**src/rtl/lcd_pkg.sv**
```systemverilog
// rtl/lcd_pkg.sv - shared LCD link types and constants
package lcd_pkg;

  typedef enum logic [2:0] {
    ST_RST_LOW  = 3'd0,
    ST_RST_WAIT = 3'd1,
    ST_IDLE     = 3'd2,
    ST_SHIFT    = 3'd3,
    ST_NEXT     = 3'd4
  } lcd_state_t;

  localparam logic LCD_CMD  = 1'b0;
  localparam logic LCD_DATA = 1'b1;

  // Width of a counter that runs 0..n-1, never narrower than one bit.
  function automatic int cnt_width(input int n);
    return ($clog2(n) < 1) ? 1 : $clog2(n);
  endfunction

endpackage

```
**src/rtl/spi_clk_tick.sv**
```systemverilog
// rtl/spi_clk_tick.sv - sclk half-period divider with rise/fall qualified toggle strobe
module spi_clk_tick
  import lcd_pkg::*;
#(
  parameter int CLK_DIV = 4
) (
  input  logic clk,
  input  logic reset,
  input  logic run,
  input  logic sclk_now,
  output logic tick,
  output logic tick_rise
);

  localparam int DW = cnt_width(CLK_DIV);
  localparam logic [DW-1:0] DIV_LAST = DW'(CLK_DIV - 1);

  logic [DW-1:0] div_cnt;

  // Held at zero while not shifting so every byte starts on a full half-period.
  always_ff @(posedge clk) begin
    if (!reset || !run) begin
      div_cnt <= '0;
    end else if (div_cnt == DIV_LAST) begin
      div_cnt <= '0;
    end else begin
      div_cnt <= div_cnt + 1'b1;
    end
  end

  assign tick      = run && (div_cnt == DIV_LAST);
  assign tick_rise = tick && !sclk_now;

endmodule

```
**src/rtl/lcd_spi_tx.sv**
```systemverilog
// rtl/lcd_spi_tx.sv - LCD power-on reset sequencer and MSB-first SPI mode 0 byte transmitter
module lcd_spi_tx
  import lcd_pkg::*;
#(
  parameter int CLK_DIV      = 4,
  parameter int RST_LOW_CYC  = 200,
  parameter int RST_WAIT_CYC = 1000
) (
  input  logic       clk,
  input  logic       reset,
  input  logic [7:0] in_data,
  input  logic       in_dc,
  input  logic       in_valid,
  output logic       in_ready,
  output logic       init_done,
  output logic       mosi,
  output logic       sclk,
  output logic       cs,
  output logic       dc,
  output logic       lcd_rst
);

  localparam int RST_MAX = (RST_LOW_CYC > RST_WAIT_CYC) ? RST_LOW_CYC : RST_WAIT_CYC;
  localparam int RCW     = cnt_width(RST_MAX);
  localparam logic [RCW-1:0] LOW_LAST  = RCW'(RST_LOW_CYC - 1);
  localparam logic [RCW-1:0] WAIT_LAST = RCW'(RST_WAIT_CYC - 1);

  lcd_state_t     state, state_nx;
  logic [RCW-1:0] rst_cnt, rst_cnt_d;
  logic [2:0]     bit_cnt, bit_cnt_d;
  logic [6:0]     shreg, shreg_d;
  logic           tick, tick_rise, hs, last_fall;
  logic           in_ready_d, init_done_d, mosi_d, sclk_d, cs_d, dc_d, lcd_rst_d;

  spi_clk_tick #(
    .CLK_DIV (CLK_DIV)
  ) u_tick (
    .clk       (clk),
    .reset     (reset),
    .run       (state == ST_SHIFT),
    .sclk_now  (sclk),
    .tick      (tick),
    .tick_rise (tick_rise)
  );

  assign hs        = in_valid && in_ready;
  assign last_fall = tick && !tick_rise && (bit_cnt == 3'd7);

  always_ff @(posedge clk) begin
    if (!reset) begin
      state <= ST_RST_LOW;
    end else begin
      state <= state_nx;
    end
  end

  always_comb begin
    state_nx = state;
    unique case (state)
      ST_RST_LOW:  if (rst_cnt == LOW_LAST) state_nx = ST_RST_WAIT;
      ST_RST_WAIT: if (rst_cnt == WAIT_LAST) state_nx = ST_IDLE;
      ST_IDLE:     if (hs) state_nx = ST_SHIFT;
      ST_SHIFT:    if (last_fall) state_nx = ST_NEXT;
      ST_NEXT:     state_nx = hs ? ST_SHIFT : ST_IDLE;
      default:     state_nx = ST_RST_LOW;
    endcase
  end

  always_comb begin
    rst_cnt_d   = '0;
    bit_cnt_d   = bit_cnt;
    shreg_d     = shreg;
    in_ready_d  = in_ready;
    init_done_d = init_done;
    mosi_d      = mosi;
    sclk_d      = sclk;
    cs_d        = cs;
    dc_d        = dc;
    lcd_rst_d   = lcd_rst;
    unique case (state)
      ST_RST_LOW: begin
        rst_cnt_d = rst_cnt + 1'b1;
        if (rst_cnt == LOW_LAST) begin
          rst_cnt_d = '0;
          lcd_rst_d = 1'b1;
        end
      end
      ST_RST_WAIT: begin
        rst_cnt_d = rst_cnt + 1'b1;
        if (rst_cnt == WAIT_LAST) begin
          rst_cnt_d   = '0;
          init_done_d = 1'b1;
          in_ready_d  = 1'b1;
        end
      end
      ST_IDLE, ST_NEXT: begin
        if (hs) begin
          shreg_d    = in_data[6:0];
          mosi_d     = in_data[7];
          dc_d       = (in_dc == LCD_DATA) ? LCD_DATA : LCD_CMD;
          cs_d       = 1'b0;
          sclk_d     = 1'b0;
          in_ready_d = 1'b0;
          bit_cnt_d  = 3'd0;
        end else if (state == ST_NEXT) begin
          cs_d = 1'b1;
        end
      end
      ST_SHIFT: begin
        if (tick) begin
          sclk_d = ~sclk;
          // Data moves only on falling sclk so it is stable across the slave's rising sample.
          if (!tick_rise) begin
            if (bit_cnt == 3'd7) begin
              in_ready_d = 1'b1;
            end else begin
              mosi_d    = shreg[6];
              shreg_d   = {shreg[5:0], 1'b0};
              bit_cnt_d = bit_cnt + 1'b1;
            end
          end
        end
      end
      default: ;
    endcase
  end

  always_ff @(posedge clk) begin
    if (!reset) begin
      rst_cnt   <= '0;
      bit_cnt   <= '0;
      shreg     <= '0;
      in_ready  <= 1'b0;
      init_done <= 1'b0;
      mosi      <= 1'b0;
      sclk      <= 1'b0;
      cs        <= 1'b1;
      dc        <= LCD_CMD;
      lcd_rst   <= 1'b0;
    end else begin
      rst_cnt   <= rst_cnt_d;
      bit_cnt   <= bit_cnt_d;
      shreg     <= shreg_d;
      in_ready  <= in_ready_d;
      init_done <= init_done_d;
      mosi      <= mosi_d;
      sclk      <= sclk_d;
      cs        <= cs_d;
      dc        <= dc_d;
      lcd_rst   <= lcd_rst_d;
    end
  end

endmodule

```
**config.mk**
```make
export PLATFORM = sky130hd
export DESIGN_NAME = lcd_spi_tx
export DESIGN_NICKNAME = d
export VERILOG_FILES = /design/src/rtl/lcd_pkg.sv /design/src/rtl/spi_clk_tick.sv /design/src/rtl/lcd_spi_tx.sv
export SDC_FILE = /design/constraint.sdc
export NUM_CORES = 1
export LEC_CHECK = 0
export CORE_AREA = 2 2 69 71
export DETAILED_ROUTE_END_ITERATION = 16
export DIE_AREA = 0 0 71 73
export PLACE_DENSITY = 0.62
export SLEW_MARGIN = 40
export SYNTH_ARGS = -nofsm -noshare
export SYNTH_HDL_FRONTEND = slang
export SYNTH_SLANG_ARGS = --single-unit
export TNS_END_PERCENT = 20
```
**constraint.sdc**
```tcl
create_clock -name clk -period 1.53 [get_ports clk]
set_input_delay 0.306 -clock clk [delete_from_list [all_inputs] [get_ports clk]]
set_output_delay 0.306 -clock clk [all_outputs]
set_load 0.02 [all_outputs]
```
==> qor.csv, run 1 <==
metric,value,unit
synth_edf_count,0,
holdCritPathClass,flip-flop to flip-flop,
dr.pass1.iters,4,
h-tree-depth,2,
critPathBufInv,0,
crit_family,compound AO/OA/AOI/OAI gates,
r2r_end,state[0]$_SDFFE_PN0P_,
critical-path-max-stage-delay,0.52,ns
setup_ws,-0.0318,ns
fin_crit,1.56,ns
ys_seq_area_frac,0.428,
synthesis.nets,182,
floorplan.initialDensity,0.330,
cts.sinks,32,
crit_chain,"or4_1, a211o_1, o311a_1",
critPathArrivalTime,1.73,ns
required,1.70,ns
ys_seq_elements,32,
rr_worst_depth,3,
crit_fanout,4,
dp_slack,-0.0237,ns
antenna_cells,0,
finalCritPeriodShare,1.02,
final_antenna_net_count,0,
wirelength,3190,µm
fmax,640,MHz
grt_pass1_wl,5560,µm
max_slew.worst_pin.slew,0.273,ns
slew_viol_final,0,
rsz0062_at_grt,yes,
grt_usage,0.138,
drive_gt1_frac,0.211,
cts_tree,built,
max-slew-margin-rel,0.817,
cp-start-kind,flip-flop,
synth_area,0.00150,mm²
routed_via_density,4.98,
drc,0,
syn2layout_area_growth,38.4,%
hpwl,2290,µm
antenna_found_initial,0,
power.leakage,0.000858,µW
fp.dieArea,0.00518,mm²
crit_path_top_delay_cell,or4_1,
cts_hold_buf,0,
clk_latency,0.28,ns
fp.dieH,73,µm
outcome,"finished, violations left",
path_depth,3,
finalPower,1580,µW
r2r_slack,-0.03,ns
synth_warnings,0,
die_width,71,µm
vdd_drop_max,321,µV
clock_path_buffers,2,
final_core_util,0.457,
power_density,762,mW/mm²
failed_checks,setup timing,
drt-initial-drc-count,61,
path_clk_slew,0.06,ns
final_common_cell,dfxtp_1,
fill_cells,441,
postCtsSetupRepairBufs,0,
grt_overflow_total,0,
multi_input_area,850,µm²
synthArstFlopShare,0,
rows,25,
fin_tns_setup,-0.0565,ns
grt_max_degree,20,
seq_area,647,µm²
crit_path_end_kind,flip-flop,
layout_common_cells,"dfxtp_1 (27), buf_4 (22), nor2_1 (16)",
clock_skew,0.00435,ns
final-hold-violation-count,0,
crit_end,state[0]$_SDFFE_PN0P_,
fin_cells,263,
grt_pass1_vias,1245,
wire_per_inst,12.1,µm
port_buffers,18,
crit_start,rst_cnt[9]$_SDFF_PN0_,
synth.avg_cell_area,9.02,µm²
ioPinCount,19,
maxCapViolations,0,
placed_cells,255,
num_vias,1311,
synth_top_flop_cell,dfxtp_1,
root_buffer,clkbuf_8,
core_area,0.00454,mm²
syn-instance-count,166,
place_congestion,0.821,
fin_nets,224,
critPathKind,flip-flop to flip-flop,
numCtsBuffers,5,
worstReg2RegStart,rst_cnt[9]$_SDFF_PN0_,
synth_cell_types,37,
setup_viol,3,
cell type report:
class                      count  share of cell area
tap                           54              0.0326
timing repair buffer          43               0.191
multi-input combinational    120               0.410
clock buffer                   8              0.0435
sequential                    32               0.312
inverter                       6              0.0109
repair_timing:
item	4_1_cts	5_1_grt
pin swaps	0	1
setup endpoints to repair	20	17
resized for setup	9	7
cell usage after synthesis (2+ instances only):
| master | number | area (µm²) |
|---|---|---|
| a21boi_0 | 5 | 37.5 |
| a21oi_1 | 2 | 10.0 |
| a31oi_1 | 2 | 12.5 |
| and4_1 | 2 | 17.5 |
| buf_2 | 4 | 20.0 |
| clkbuf_1 | 4 | 15.0 |
| dfxtp_1 | 32 | 641 |
| ha_1 | 4 | 50.1 |
| inv_1 | 6 | 22.5 |
| mux2i_1 | 7 | 70.1 |
| nand2_1 | 11 | 41.3 |
| nand2b_1 | 2 | 12.5 |
| nand3_1 | 9 | 45.0 |
| nand4_1 | 3 | 18.8 |
| nor2_1 | 17 | 63.8 |
| nor3_1 | 6 | 30.0 |
| nor4_1 | 2 | 12.5 |
| o211ai_1 | 3 | 22.5 |
| o21ai_0 | 11 | 55.1 |
| o311a_1 | 8 | 80.1 |
| or3_1 | 2 | 12.5 |
| xnor2_1 | 7 | 61.3 |
| xor2_1 | 3 | 26.3 |
how the worst min path moves through the flow:
stage                                       startpoint                           end  slack (ns)  cells after the start
after floorplan           u_tick.div_cnt[0]$_SDFF_PP0_  u_tick.div_cnt[0]$_SDFF_PP0_        0.41                      1
final                     u_tick.div_cnt[0]$_SDFF_PP0_  u_tick.div_cnt[0]$_SDFF_PP0_        0.44                      1
after CTS                 u_tick.div_cnt[0]$_SDFF_PP0_  u_tick.div_cnt[0]$_SDFF_PP0_        0.44                      1
after global placement    u_tick.div_cnt[0]$_SDFF_PP0_  u_tick.div_cnt[0]$_SDFF_PP0_        0.42                      1
after global routing      u_tick.div_cnt[0]$_SDFF_PP0_  u_tick.div_cnt[0]$_SDFF_PP0_        0.47                      1
after detailed placement  u_tick.div_cnt[0]$_SDFF_PP0_  u_tick.div_cnt[0]$_SDFF_PP0_        0.43                      1
through the flow:
step	hold WS [ns]	instance area, µm²
2_1_floorplan	0.407	1520
3_3_place_gp	0.420	1950
3_5_place_dp	0.429	1950
4_1_cts	0.439	2050
5_1_grt	0.474	2070
6_report	0.438	2070
sequential cells by signal, indices dropped and copies added (netlist names):
signal / cells
init_done: 1
bit_cnt: 3
in_ready: 1
lcd_rst: 1
rst_cnt: 10
state: 3
cs: 1
u_tick.div_cnt: 2
mosi: 1
dc: 1
sclk: 1
shreg: 7
cell families after synthesis:
| group | share of synthesized area |
|---|---|
| simple gates | 0.227 |
| compound gates | 0.168 |
| flops | 0.428 |
| buf+inv | 0.0384 |
| xor+xnor | 0.0585 |
| mux | 0.0468 |
| fa+ha+maj | 0.0334 |
power by group:
part | switching (µW) | leakage [µW] | internal [µW]
logic | 30.6 | 0.000551 | 48.0
clock network | 291 | 0.0000455 | 366
registers | 3.80 | 0.000261 | 840
total | 326 | 0.000858 | 1250
metal layers:
layer	wire length, µm	track usage
met1	1590	0.177
met2	1430	0.213
met5	0	0
met3	104	0.0414
met4	68	0.0692
No activity file was read; power rests on OpenSTA's default activity.
==> inputs of run 2 (changes only) <==
--- a/config.mk
+++ b/config.mk
@@ -5,11 +5,12 @@
 export SDC_FILE = /design/constraint.sdc
 export NUM_CORES = 1
 export LEC_CHECK = 0
+export CAP_MARGIN = 20
 export CORE_AREA = 2 2 69 71
 export DETAILED_ROUTE_END_ITERATION = 16
 export DIE_AREA = 0 0 71 73
 export PLACE_DENSITY = 0.62
-export SLEW_MARGIN = 40
+export SLEW_MARGIN = 20
 export SYNTH_ARGS = -nofsm -noshare
 export SYNTH_HDL_FRONTEND = slang
 export SYNTH_SLANG_ARGS = --single-unit
==> results of run 2 <==
Same layout as run 1: the final DEF is identical, and so are final timing and power.
==> inputs of run 3 (changes only) <==
--- a/config.mk
+++ b/config.mk
@@ -7,6 +7,7 @@
 export LEC_CHECK = 0
 export CAP_MARGIN = 20
 export CORE_AREA = 2 2 69 71
+export CTS_BUF_LIST = sky130_fd_sc_hd__clkbuf_4 sky130_fd_sc_hd__clkbuf_8
 export DETAILED_ROUTE_END_ITERATION = 16
 export DIE_AREA = 0 0 71 73
 export PLACE_DENSITY = 0.62
==> run 3 against run 2 <==
The run still ends with setup timing left. Die area unchanged. Total power up 2.3%. Critical path depth unchanged. Setup slack worse by 0.0015 ns. Cell area up 0.36%. Largest power group unchanged. Combinational power about the same. Global-route usage unchanged. Count of clock-buffer cells in the layout unchanged. Clock power up 5.5%. Sequential power about the same. Critical path type unchanged. Non-clock buffer count unchanged. Worst hold slack about the same.
==> qor.csv, run 3 (synthesis gave the netlist of run 1 again) <==
metric,value,unit,change
whs_path_depth,1,,unchanged
port_buffers,18,,unchanged
hpwl,2290,µm,unchanged
final_antenna_net_count,0,,unchanged
rows,25,,unchanged
crit_chain,"or4_1, a211o_1, o311a_1",,unchanged
die_width,71,µm,unchanged
rr_worst_depth,3,,unchanged
final_common_cell,dfxtp_1,,unchanged
h-tree-depth,2,,unchanged
clock_path_buffers,2,,unchanged
rsz0062_at_grt,yes,,unchanged
slew_viol_final,0,,unchanged
cts_tree,built,,unchanged
critPathArrivalTime,1.73,ns,about the same
finalCritPeriodShare,1.02,,about the same
drc,0,,unchanged
antenna_found_initial,0,,unchanged
reg_top3,"rst_cnt x10, shreg x7",,unchanged
max_slew.worst_pin.slew,0.291,ns,was 0.273 ns
critPathKind,flip-flop to flip-flop,,unchanged
root_buffer,clkbuf_8,,unchanged
grt_pass1_wl,5560,µm,unchanged
wire_per_inst,12.1,µm,about the same
grt_overflow_total,0,,unchanged
numCtsBuffers,5,,unchanged
grt_usage,0.138,,unchanged
max-slew-margin-rel,0.804,,was 0.817
final-hold-violation-count,0,,unchanged
grt_pass1_vias,1245,,unchanged
power.leakage,0.000864,µW,was 0.000858 µW
fin_tns_setup,-0.0603,ns,was -0.0565 ns
setup_ws,-0.0333,ns,was -0.0318 ns
postCtsSetupRepairBufs,0,,unchanged
placed_cells,255,,unchanged
required,1.70,ns,about the same
outcome,"finished, violations left",,unchanged
fp.dieArea,0.00518,mm²,unchanged
dp_slack,-0.0237,ns,unchanged
grt_max_degree,20,,unchanged
failed_checks,setup timing,,unchanged
clk_latency,0.28,ns,about the same
cts.sinks,32,,unchanged
cp-start-kind,flip-flop,,unchanged
place_congestion,0.821,,unchanged
timing.hold.ws,0.438,ns,about the same
fill_cells,439,,was 441
regMostFlops,rst_cnt,,unchanged
crit_path_end_kind,flip-flop,,unchanged
dr.pass1.iters,4,,unchanged
fp.dieH,73,µm,unchanged
crit_fanout,4,,unchanged
path_clk_slew,0.07,ns,was 0.06 ns
syn2layout_area_growth,38.9,%,was 38.4%
fin_nets,224,,unchanged
maxCapViolations,0,,unchanged
ioPinCount,19,,unchanged
power_density,776,mW/mm²,was 762 mW/mm²
drt-initial-drc-count,62,,was 61
layout_common_cells,"dfxtp_1 (27), buf_4 (22), nor2_1 (16)",,unchanged
wirelength,3180,µm,was 3190 µm
routed_via_density,5.01,,was 4.98
vdd_drop_max,321,µV,about the same
critical-path-max-stage-delay,0.52,ns,about the same
largest_reg_flops,10,,unchanged
num_vias,1317,,was 1311
holdCritPathClass,flip-flop to flip-flop,,unchanged
floorplan.initialDensity,0.330,,unchanged
fmax,640,MHz,about the same
fin_cells,263,,unchanged
drive_gt1_frac,0.220,,was 0.211
core_area,0.00454,mm²,unchanged
setup_viol,3,,unchanged
crit_path_top_delay_cell,or4_1,,unchanged
antenna_cells,0,,unchanged
fin_crit,1.56,ns,about the same
final_core_util,0.459,,was 0.457
clock_skew,0.00479,ns,was 0.00435 ns
## run 3: cell types whose count changed in the layout (fill, tap and decap cells not counted)
cell	change
clkbuf_4	+2
clkbuf_1	-2
## run 3: worst paths after layout
| check | endpoint | slack [ns] | startpoint |
|---|---|---|---|
| max | state[0]$_SDFFE_PN0P_ | -0.03 | rst_cnt[9]$_SDFF_PN0_ |
| min | u_tick.div_cnt[0]$_SDFF_PP0_ | 0.44 | u_tick.div_cnt[0]$_SDFF_PP0_ |
| max reg2reg | state[0]$_SDFFE_PN0P_ | -0.03 | rst_cnt[9]$_SDFF_PN0_ |
| min reg2reg | u_tick.div_cnt[0]$_SDFF_PP0_ | 0.44 | u_tick.div_cnt[0]$_SDFF_PP0_ |
## run 3: area by class of cell
type	count	area (µm²)	area share
Tap cell	54	67.6	0.0325
Timing Repair Buffer	43	397	0.191
Sequential cell	32	647	0.311
Clock buffer	8	97.6	0.0469
Inverter	6	22.5	0.0108
Multi-Input combinational cell	120	850	0.408
## run 3: stage by stage
step	total power [µW]	instance area (µm²)
2_1_floorplan	892	1520
3_3_place_gp	940	1950
3_5_place_dp	941	1950
4_1_cts	1640	2050
5_1_grt	1690	2080
6_report	1620	2080
## run 3: metal layers
layer	GRT usage	part of all wire	vias up
li1	-	-	690
met1	0.177	0.50	601
met2	0.213	0.45	20
met3	0.0414	0.037	6
met4	0.0692	0.021	0
met5	0	0	-
## run 3: repair_timing
item	4_1_cts	5_1_grt
gates cloned	0	0
resized for setup	9	7
endpoints found under the setup margin	20	17
hold buffers	0	0
pin swaps	0	1
## run 3: worst max-delay path: cells and delay by family, from the launching register on
kind / cells / cell delay [ns]
compound gates: 2 / 0.63
flops: 1 / 0.31
simple gates: 1 / 0.52
## run 3: where the power goes
group | switching, µW | internal, µW
logic | 30.5 | 48.0
registers | 3.80 | 840
clock network | 292 | 402
total | 326 | 1290
